--- config.mk ---
export PLATFORM = sky130hd
export DESIGN_NAME = clk_div_bank
export DESIGN_NICKNAME = d
export VERILOG_FILES = /design/src/rtl/clk_div_bank.sv
export SDC_FILE = /design/constraint.sdc
export NUM_CORES = 1
export LEC_CHECK = 0
export CELL_PAD_IN_SITES_DETAIL_PLACEMENT = 1
export CELL_PAD_IN_SITES_GLOBAL_PLACEMENT = 1
export CORE_MARGIN = 2
export CORE_UTILIZATION = 50
export DETAILED_ROUTE_END_ITERATION = 16
export GPL_TIMING_DRIVEN = 0
export PLACE_DENSITY = 0.92
export SYNTH_ARGS = -nofsm -noshare
export SYNTH_HDL_FRONTEND = slang
export SYNTH_SLANG_ARGS = --single-unit
--- constraint.sdc ---
create_clock -name clk -period 3.1 [get_ports clk]
set_input_delay 0.62 -clock clk [delete_from_list [all_inputs] [get_ports clk]]
set_output_delay 0.62 -clock clk [all_outputs]
set_load 0.05 [all_outputs]
--- src/rtl/clk_div_bank.sv ---
// Bank of independent 50%-duty clock dividers with a tick on each rising edge.
// Terminal counts reload only at half-period boundaries, so no runt pulses.
module clk_div_bank #(
    parameter int              NUM_CH   = 2,
    parameter int              CNT_W    = 27,
    parameter int              CH_W     = 1,
    parameter logic [CNT_W-1:0] RESET_TC = CNT_W'(999999)
) (
    input  logic              clk,
    input  logic              rst_n,
    input  logic [NUM_CH-1:0] en,
    input  logic              sync,
    input  logic              cfg_we,
    input  logic [CH_W-1:0]   cfg_ch,
    input  logic [CNT_W-1:0]  cfg_tc,
    output logic [NUM_CH-1:0] clk_out,
    output logic [NUM_CH-1:0] tick,
    output logic [NUM_CH-1:0] pend
);

    logic [CNT_W-1:0]  cnt_q     [NUM_CH];
    logic [CNT_W-1:0]  cnt_d     [NUM_CH];
    logic [CNT_W-1:0]  tc_q      [NUM_CH];
    logic [CNT_W-1:0]  tc_d      [NUM_CH];
    logic [CNT_W-1:0]  tc_pend_q [NUM_CH];
    logic [CNT_W-1:0]  tc_pend_d [NUM_CH];
    logic [NUM_CH-1:0] pend_q, pend_d;
    logic [NUM_CH-1:0] clk_out_q, clk_out_d;
    logic [NUM_CH-1:0] tick_q, tick_d;

    logic cfg_valid;
    assign cfg_valid = cfg_we && (int'(cfg_ch) < NUM_CH);

    always_comb begin
        for (int i = 0; i < NUM_CH; i++) begin
            logic wr;
            logic bnd;
            wr  = cfg_valid && (int'(cfg_ch) == i);
            bnd = (cnt_q[i] == tc_q[i]);

            cnt_d[i]     = cnt_q[i];
            tc_d[i]      = tc_q[i];
            tc_pend_d[i] = tc_pend_q[i];
            pend_d[i]    = pend_q[i];
            clk_out_d[i] = clk_out_q[i];
            tick_d[i]    = 1'b0;

            if (sync || !en[i] || bnd) begin
                // Every path through here is a reload point: a same-cycle
                // write beats an older pending value.
                if (wr) begin
                    tc_d[i]   = cfg_tc;
                    pend_d[i] = 1'b0;
                end else if (pend_q[i]) begin
                    tc_d[i]   = tc_pend_q[i];
                    pend_d[i] = 1'b0;
                end
                cnt_d[i] = '0;
                if (sync || !en[i]) begin
                    clk_out_d[i] = 1'b0;
                end else begin
                    clk_out_d[i] = ~clk_out_q[i];
                    tick_d[i]    = ~clk_out_q[i];
                end
            end else begin
                cnt_d[i] = cnt_q[i] + CNT_W'(1);
                if (wr) begin
                    tc_pend_d[i] = cfg_tc;
                    pend_d[i]    = 1'b1;
                end
            end
        end
    end

    always_ff @(posedge clk) begin
        if (!rst_n) begin
            for (int i = 0; i < NUM_CH; i++) begin
                cnt_q[i]     <= '0;
                tc_q[i]      <= RESET_TC;
                tc_pend_q[i] <= '0;
            end
            pend_q    <= '0;
            clk_out_q <= '0;
            tick_q    <= '0;
        end else begin
            for (int i = 0; i < NUM_CH; i++) begin
                cnt_q[i]     <= cnt_d[i];
                tc_q[i]      <= tc_d[i];
                tc_pend_q[i] <= tc_pend_d[i];
            end
            pend_q    <= pend_d;
            clk_out_q <= clk_out_d;
            tick_q    <= tick_d;
        end
    end

    assign clk_out = clk_out_q;
    assign tick    = tick_q;
    assign pend    = pend_q;

endmodule

=== Yosys cells after proc, flatten, opt, wreduce, memory -nomap -nowiden ===
Memory sizes are Yosys's and may differ from the RTL's.
Cells that the tools add are included.
W data, S select, Z words.

* Bits in registers: 6
* Bits in writable memories: 162
* Input bits: 34
* Output and inout port bits: 6
* Word-level logic and storage cells: 57
* Memories kept: 3

{| class="wikitable"
|+ Memory list
! name !! depth !! width !! rd ports !! clocked after Yosys merged registers in !! write ports !! RTL line !! text
|-
| cnt_q || 2 || 27 || 2 || 0 || 2 || 21 || <nowiki>logic [CNT_W-1:0] cnt_q [NUM_CH];</nowiki>
|-
| tc_pend_q || 2 || 27 || 2 || 0 || 2 || 25 || <nowiki>logic [CNT_W-1:0] tc_pend_q [NUM_CH];</nowiki>
|-
| tc_q || 2 || 27 || 2 || 0 || 2 || 23 || <nowiki>logic [CNT_W-1:0] tc_q [NUM_CH];</nowiki>
|}

* Add/subtract/negate cells: 2
* Equality and inequality tests: 2
* Multiplexer cells: 22
* Bitwise operators: 10
* Reduce and logical (&&, ||, !) cells: 12

{| class="wikitable"
|+ Operators with widths
! cell !! number
|-
| $mux W27 || 18
|-
| $add A27 B1 Y27 const B || 2
|-
| $eq A27 B27 Y1 || 2
|-
| $or A1 B1 Y1 || 6
|-
| $logic_or A1 B1 Y1 || 4
|-
| $mux W1 || 4
|-
| $not A1 Y1 || 4
|-
| $reduce_and A2 Y1 || 2
|-
| $reduce_or A2 Y1 || 2
|-
| $logic_and A1 B1 Y1 || 2
|-
| $logic_not A1 Y1 || 2
|}

=== Logic depth before layout (Yosys ltp) ===
* Depth in word-level cells: 5
* Gate-level depth with buffers: 8
* Gate-level depth less buffers: 6

=== Least setup slack after synthesis ===
Ideal clock, no wire load.

* Kind: reg-to-reg
* From: mem cnt_q[0][17]
* To: mem tc_q[0][14]
* Setup time: 121 ps
* Arrival: 1903 ps
* Setup slack: 1075 ps
* Stages on the path, launching flop included: 8
* Path buffers: 2
* Path through: dfxtp_1 -> xor2_1 -> nor4_1 -> nand4_1 -> o32a_1 -> buf_4 -> buf_6 -> mux2_4

{| class="wikitable"
|+ RTL lines
! item !! RTL line
|-
| start, declared || 21
|-
| end, declared || 23
|}

==> results.md <==
- Outcome: finished clean
- Drc violations: 0
- Cell breakdown of the critical path: clkdlybuf4s50_1, clkbuf_1, nand2_1, clkbuf_1, mux2i_1, a31oi_1
- Pwr per Cell Area: 525 nW/µm²
- TritonCTS buffer count: 17
- Area of the die: 16900 µm²
- CP Launch Type: primary input
- Final Cell Area: 9180 µm²
- Crit path max fanout: 10
- Count of final hold-check violations: 0
- Global Route Usage Sum: 31.8%
- Util after Layout: 58.4%
- Clk_lat worst skew: 430 ps
- CP peak stage delay: 730 ps
- Pre-CTS setup slack: -88.5 ps
- Clock root cell: clkbuf_16
- Setup WS post-layout: 235 ps
- Hold endpoint: tc_pend_q[0][48]$_SDFFE_PN0P_
- Final Setup Violations: 0
- Commonest non-fill, non-tap cells in the layout: nand2_1, dfxtp_1, mux2i_1
- Post-synth net total: 952
- Die width: 130 µm
- Sequential cell area: 3360 µm²
- Hpwl dp: 17200 µm
- R2R setup slack: 330 ps
- Worst r2r dst: tc_q[0][28]$_SDFFE_PN1P_
- Clk_skew: 9.19 ps
- CTS sink count: 168
- Diode count: 0
- Seq/Total Area, Yosys: 42.4%
- Layout cell share with drive strength beyond 1: 6.90%
- Final Non-Filler Cells: 1202
- Leakage: 3.64 nW
- Initial antenna violation count: 0
- Ports: 40
- TritonCTS clock tree: done
- Delay-heaviest family, CP: buffers and inverters
- Number of setup buffers added after CTS: 0
- Least-Margin Pin Slew: 895 ps
- Placed cells: 1171
- MaxCap Viol Count: 0
- Routability cong.: 0.836
- Height of the chip: 130 µm
- Starting density of the core: 50.5%
- Largest net degree at the start of global routing: 17
- Clk slew on worst S/H paths: 70 ps
- Period utilization: 92.4%
- Synth cell types: 38
- Vias: 7064
- Multi-input gate area: 4280 µm²
- Most used cell, CP: clkbuf_1
- First-pass GRT wire length: 41100 µm
- Mapped Cells: 916
- H-tree levels: 4
- VDD IR max: 0.000468 V
- Vias in the first global route: 7577
- DR vias/cell: 5.88
- Post-Synthesis Cell Area: 7930 µm²
- Post-synthesis register bit count: 168
- Area after DPL: 8590 µm²
- Critical-path top delay cell: clkbuf_1
- Drt first pass iters: 5
- Most common cell after layout, fill and taps aside: nand2_1
- GRT overflow: 0
- 1st-iter DRT viols: 525
- Fillcell total: 1806
- Buffers plus inverters on the worst setup path: 3
- Worst hold path class: flip-flop to flip-flop
- Critical R2R Launch: cnt_q[0][37]$_SDFF_PP0_
- Slew margin rel.: 40.3%
- Nets: 1010
- Crit path arrival time: 3140 ps
- Clock Tree Buf Depth: 2
- Min cycle time layout: 2870 ps
- Remaining antenna violation count after routing: 0
- Cts hold-fix bufs: 0
- Syn Area/Cell: 8.66 µm²
- Min-delay src: tc_pend_q[0][48]$_SDFFE_PN0P_
- Count of buffers from port buffering: 39
- Ys Warns: 0
- RSZ-0062 raised after global routing: false
- Final wirelength: 26100 µm
- Max Freq: 0.349 GHz
- Site Rows: 46
- CTS resizes: 0
- Crit. End Element: flip-flop
- Core Region: 15700 µm²
- Classification of the worst setup path: primary input to flip-flop
- Layout area overhead: 15.7%
- CP required: 3380 ps
- Worst hold stages: 2
- Slew Viols, Final: 0
- Cells on worst reg2reg path: 7
- Drt wl/cell: 21.7 µm
power breakdown:
part           total [mW]  switching [mW]  internal, mW
registers            2.26          0.0491          2.21
clock network        2.15           0.926          1.22
logic               0.409           0.249         0.161
state kept, by name, indices dropped and copies added (netlist names):
signal	cells
pend	2
tc_q	54
tick	2
tc_pend_q	54
cnt_q	54
clk_out	2
cell families (layout without fill, tap and decap cells):
| kind of cell | count (synthesis) | count (layout) | synth area share, % |
|---|---|---|---|
| AO/OA/AOI/OAI | 57 | 57 | 5.22 |
| XOR/XNOR | 102 | 102 | 11.3 |
| adder cells (fa/ha/maj) | 2 | 2 | 0.316 |
| buffers and inverters | 70 | 140 | 3.72 |
| flip-flops | 168 | 168 | 42.4 |
| multiplexers | 107 | 107 | 14.0 |
| AND/OR/NAND/NOR | 410 | 410 | 23.0 |
per-layer routing:
| metal | up-vias | track usage, % | wire [µm] |
|---|---|---|---|
| met1 | 3524 | 37.9 | 10700 |
| met4 | 0 | 14.5 | 1040 |
| li1 | 3212 | - | - |
| met5 | - | 0 | 0 |
| met3 | 78 | 5.90 | 1260 |
| met2 | 250 | 55.7 | 13100 |
worst max-delay path by stage:
stage / from / endpoint / slack [ps] / depth (start not counted)
3_3_place_gp: rst_n / tc_q[0][29]$_SDFFE_PN1P_ / -40 / 6
2_1_floorplan: cnt_q[0][17]$_SDFF_PP0_ / tc_q[0][14]$_SDFFE_PN1P_ / 1080 / 7
4_1_cts: rst_n / tc_q[0][43]$_SDFFE_PN1P_ / 240 / 6
6_report: cfg_ch / tc_q[0][43]$_SDFFE_PN1P_ / 230 / 6
3_5_place_dp: rst_n / tc_q[0][46]$_SDFFE_PN1P_ / -90 / 6
5_1_grt: rst_n / tc_q[0][43]$_SDFFE_PN1P_ / 160 / 6
synthesized netlist by cell type, drive strengths merged:
cell type	instances	area share (%)
a2111oi	12	1.3
a211oi	8	0.76
a21o	2	0.19
a21oi	7	0.49
a311oi	8	0.88
a31oi	12	0.95
and2	4	0.32
and3	12	0.95
and4	8	0.88
and4b	1	0.13
buf	19	1.3
clkbuf	41	1.9
dfxtp	168	42
ha	2	0.32
inv	10	0.47
mux2	19	2.9
mux2i	88	11
nand2	216	10
nand2b	13	1.0
nand3	40	2.5
nand4	12	0.95
nor2	62	2.9
nor2b	3	0.24
nor3	14	0.88
nor4	19	1.5
o211ai	1	0.095
o21ai	5	0.32
o21bai	1	0.095
o32a	1	0.13
or2	1	0.079
or3	5	0.39
xnor2	32	3.5
xor2	70	7.7
area by class of cell:
cell class / instances / area share (%)
Multi-Input combinational cell: 678 / 46.6
Sequential cell: 168 / 36.7
Clock buffer: 19 / 4.94
Timing Repair Buffer: 39 / 4.25
Tap cell: 216 / 2.95
Buffer: 60 / 2.82
Clock inverter: 12 / 1.39
Inverter: 10 / 0.409
through the flow:
stage | total power, mW | hold slack (ps) | setup TNS, ps
after global routing | 4.93 | 477 | 0
after global placement | 2.67 | 442 | -386
after detailed placement | 2.69 | 447 | -750
after CTS | 4.81 | 459 | 0
final | 4.82 | 456 | 0
after floorplan | 2.53 | 431 | 0
worst register-to-register path: cells and delay by family (launching register included):
kind,cells,cell delay (ps)
AOI/OAI and AO/OA,2,560
xor gates and xnor gates,1,110
buffers and inverters,2,660
DFF,1,430
and+or+nand+nor,2,890
Power figures use the tool's default switching activity.
==> RTL change, RTL diff (same flow settings) <==
Set the parameter `CNT_W` to 54 (it was 27).
--- a/src/rtl/clk_div_bank.sv
+++ b/src/rtl/clk_div_bank.sv
@@ -3,5 +3,5 @@
 module clk_div_bank #(
     parameter int              NUM_CH   = 2,
-    parameter int              CNT_W    = 27,
+    parameter int              CNT_W    = 54,
     parameter int              CH_W     = 1,
     parameter logic [CNT_W-1:0] RESET_TC = CNT_W'(999999)
Ports: changed (resized cfg_tc); port bits go from 40 to 67. No check against the original RTL was run, so the function may have changed too.
==> RTL change against the unedited design <==
Die area rose by 93%; combinational power rose by 95%; clock skew rose by 0.015 ns; power rose by 100%; sequential cell count rose by 162; worst setup slack got worse by 0.16 ns; area after synthesis rose by 97%; via count rose by 100%; largest power group is now the clock network; sequential power rose by 94%; design area rose by 96%; global-route usage rose by 2.3 points; routed wire length rose by 120%.
==> RTL change: results (changes against the unedited design) <==
H-tree levels=2 (was 4); synth top area cells=dfxtp_1 42%, nand2_1 16%, mux2i_1 12% (was dfxtp_1 42%, mux2i_1 11%, nand2_1 10%); VDD IR max=341 uV (was 468 uV); FF/Latch Area=0.00661 mm2 (was 0.00336 mm2); Total GRT Usage=34.1% (was 31.8%); sequential share of the synthesized area=42.3% (was 42.4%); first-pass GRT wire length=87.2 mm (was 41.1 mm); DR iter-0 viols=1201 (was 525); Slowest cell on crit path=xnor2_1 (was clkbuf_1); Avg Cell Area, Syn=8.18 um2 (was 8.66 um2); CP top delay family=simple AND/OR/NAND/NOR gates (was buffers and inverters); Max Root-Sink Buffers=3 (was 2); worst skew pair latency=0.55 ns (was 0.43 ns); relative slew slack=42.9% (was 40.3%); clk_skew=0.0238 ns (was 0.00919 ns); Port Buffer Count=65 (was 39); Buffers, non-clock=172 (was 99); fill count=3655 (was 1806); clock network area share=6.65% (was 6.33%); nets=2074 (was 1010); Cells after DPL=2368 (was 1171); Avg WL per Cell=23.3 um (was 21.7 um); RD Place Congestion=1.01 (was 0.836); initial antenna violation count=1 (was 0); vias post-DR=14303 (was 7064); Synth top cells by count=671 x nand2_1, 330 x dfxtp_1, 192 x mux2i_1 (was 216 x nand2_1, 168 x dfxtp_1, 88 x mux2i_1); multi-input gate count=1462 (was 678); Via density=5.88 (about the same); buffering overhead=6.16% (was 7.08%); critical path arrival=3.45 ns (was 3.14 ns); dpl hpwl=37.5 mm (was 17.2 mm); n_taps=396 (was 216); status=finished clean (unchanged); post-synth cell types=32 (was 38); largest net degree at the start of global routing=14 (was 17)
==> RTL change: cell count changes after synthesis, sizes merged, moves of 37 or more <==
cell   unedited run  this run
mux2i            88       192
nor2             62       133
xnor2            32       143
dfxtp           168       330
nand2           216       671
nand4            12        49
==> RTL change: through the flow <==
stage,TNS [ns],cell area (um2)
6_report,0,18000
5_1_grt,-0.265,18000
4_1_cts,0,17900
3_5_place_dp,-14.21,16800
3_3_place_gp,-13.61,16800
2_1_floorplan,0,15600
==> RTL change: timing repair <==
item / 4_1_cts / 5_1_grt
hold buffers: 0 / 0
resized for setup: 0 / 2
buffers inserted: 0 / 2
endpoints found under the setup margin: 0 / 201
==> RTL change: metal layers <==
layer,GRT usage (%),share of wire [%],vias up
met2,58.4,49,616
met4,18.5,5.3,2
met1,40.0,39,7106
met5,0,0.023,-
li1,-,-,6377
met3,6.71,7.2,202
==> RTL change: kinds of logic (layout without fill, tap and decap cells) <==
logic type,after synthesis,in the layout,share of synthesized area [%]
and+or+nand+nor,1028,1028,28.3
DFF,330,330,42.3
muxes,216,216,14.0
xor gates and xnor gates,214,214,12.0
buffers and inverters,115,246,3.05
adders and majority gates,2,2,0.160
AOI/OAI and AO/OA,2,2,0.0641
==> RTL change: worst paths after layout <==
path                                       start  slack (ns)  depth (start not counted)          endpoint
worst max-delay path                cnt_q[0][66]        0.08                          8       tc_q[0][71]
worst min-delay path            tc_pend_q[0][44]        0.46                          2  tc_pend_q[0][44]
worst max register to register      cnt_q[0][66]        0.08                          8       tc_q[0][71]
worst min register to register  tc_pend_q[0][44]        0.46                          2  tc_pend_q[0][44]
==> RTL change: power by group <==
group / internal, uW / leakage, uW / switching (uW)
sequential: 4320 / 0.00267 / 65.8
combinational: 283 / 0.00346 / 514
clock: 2550 / 0.000597 / 1890
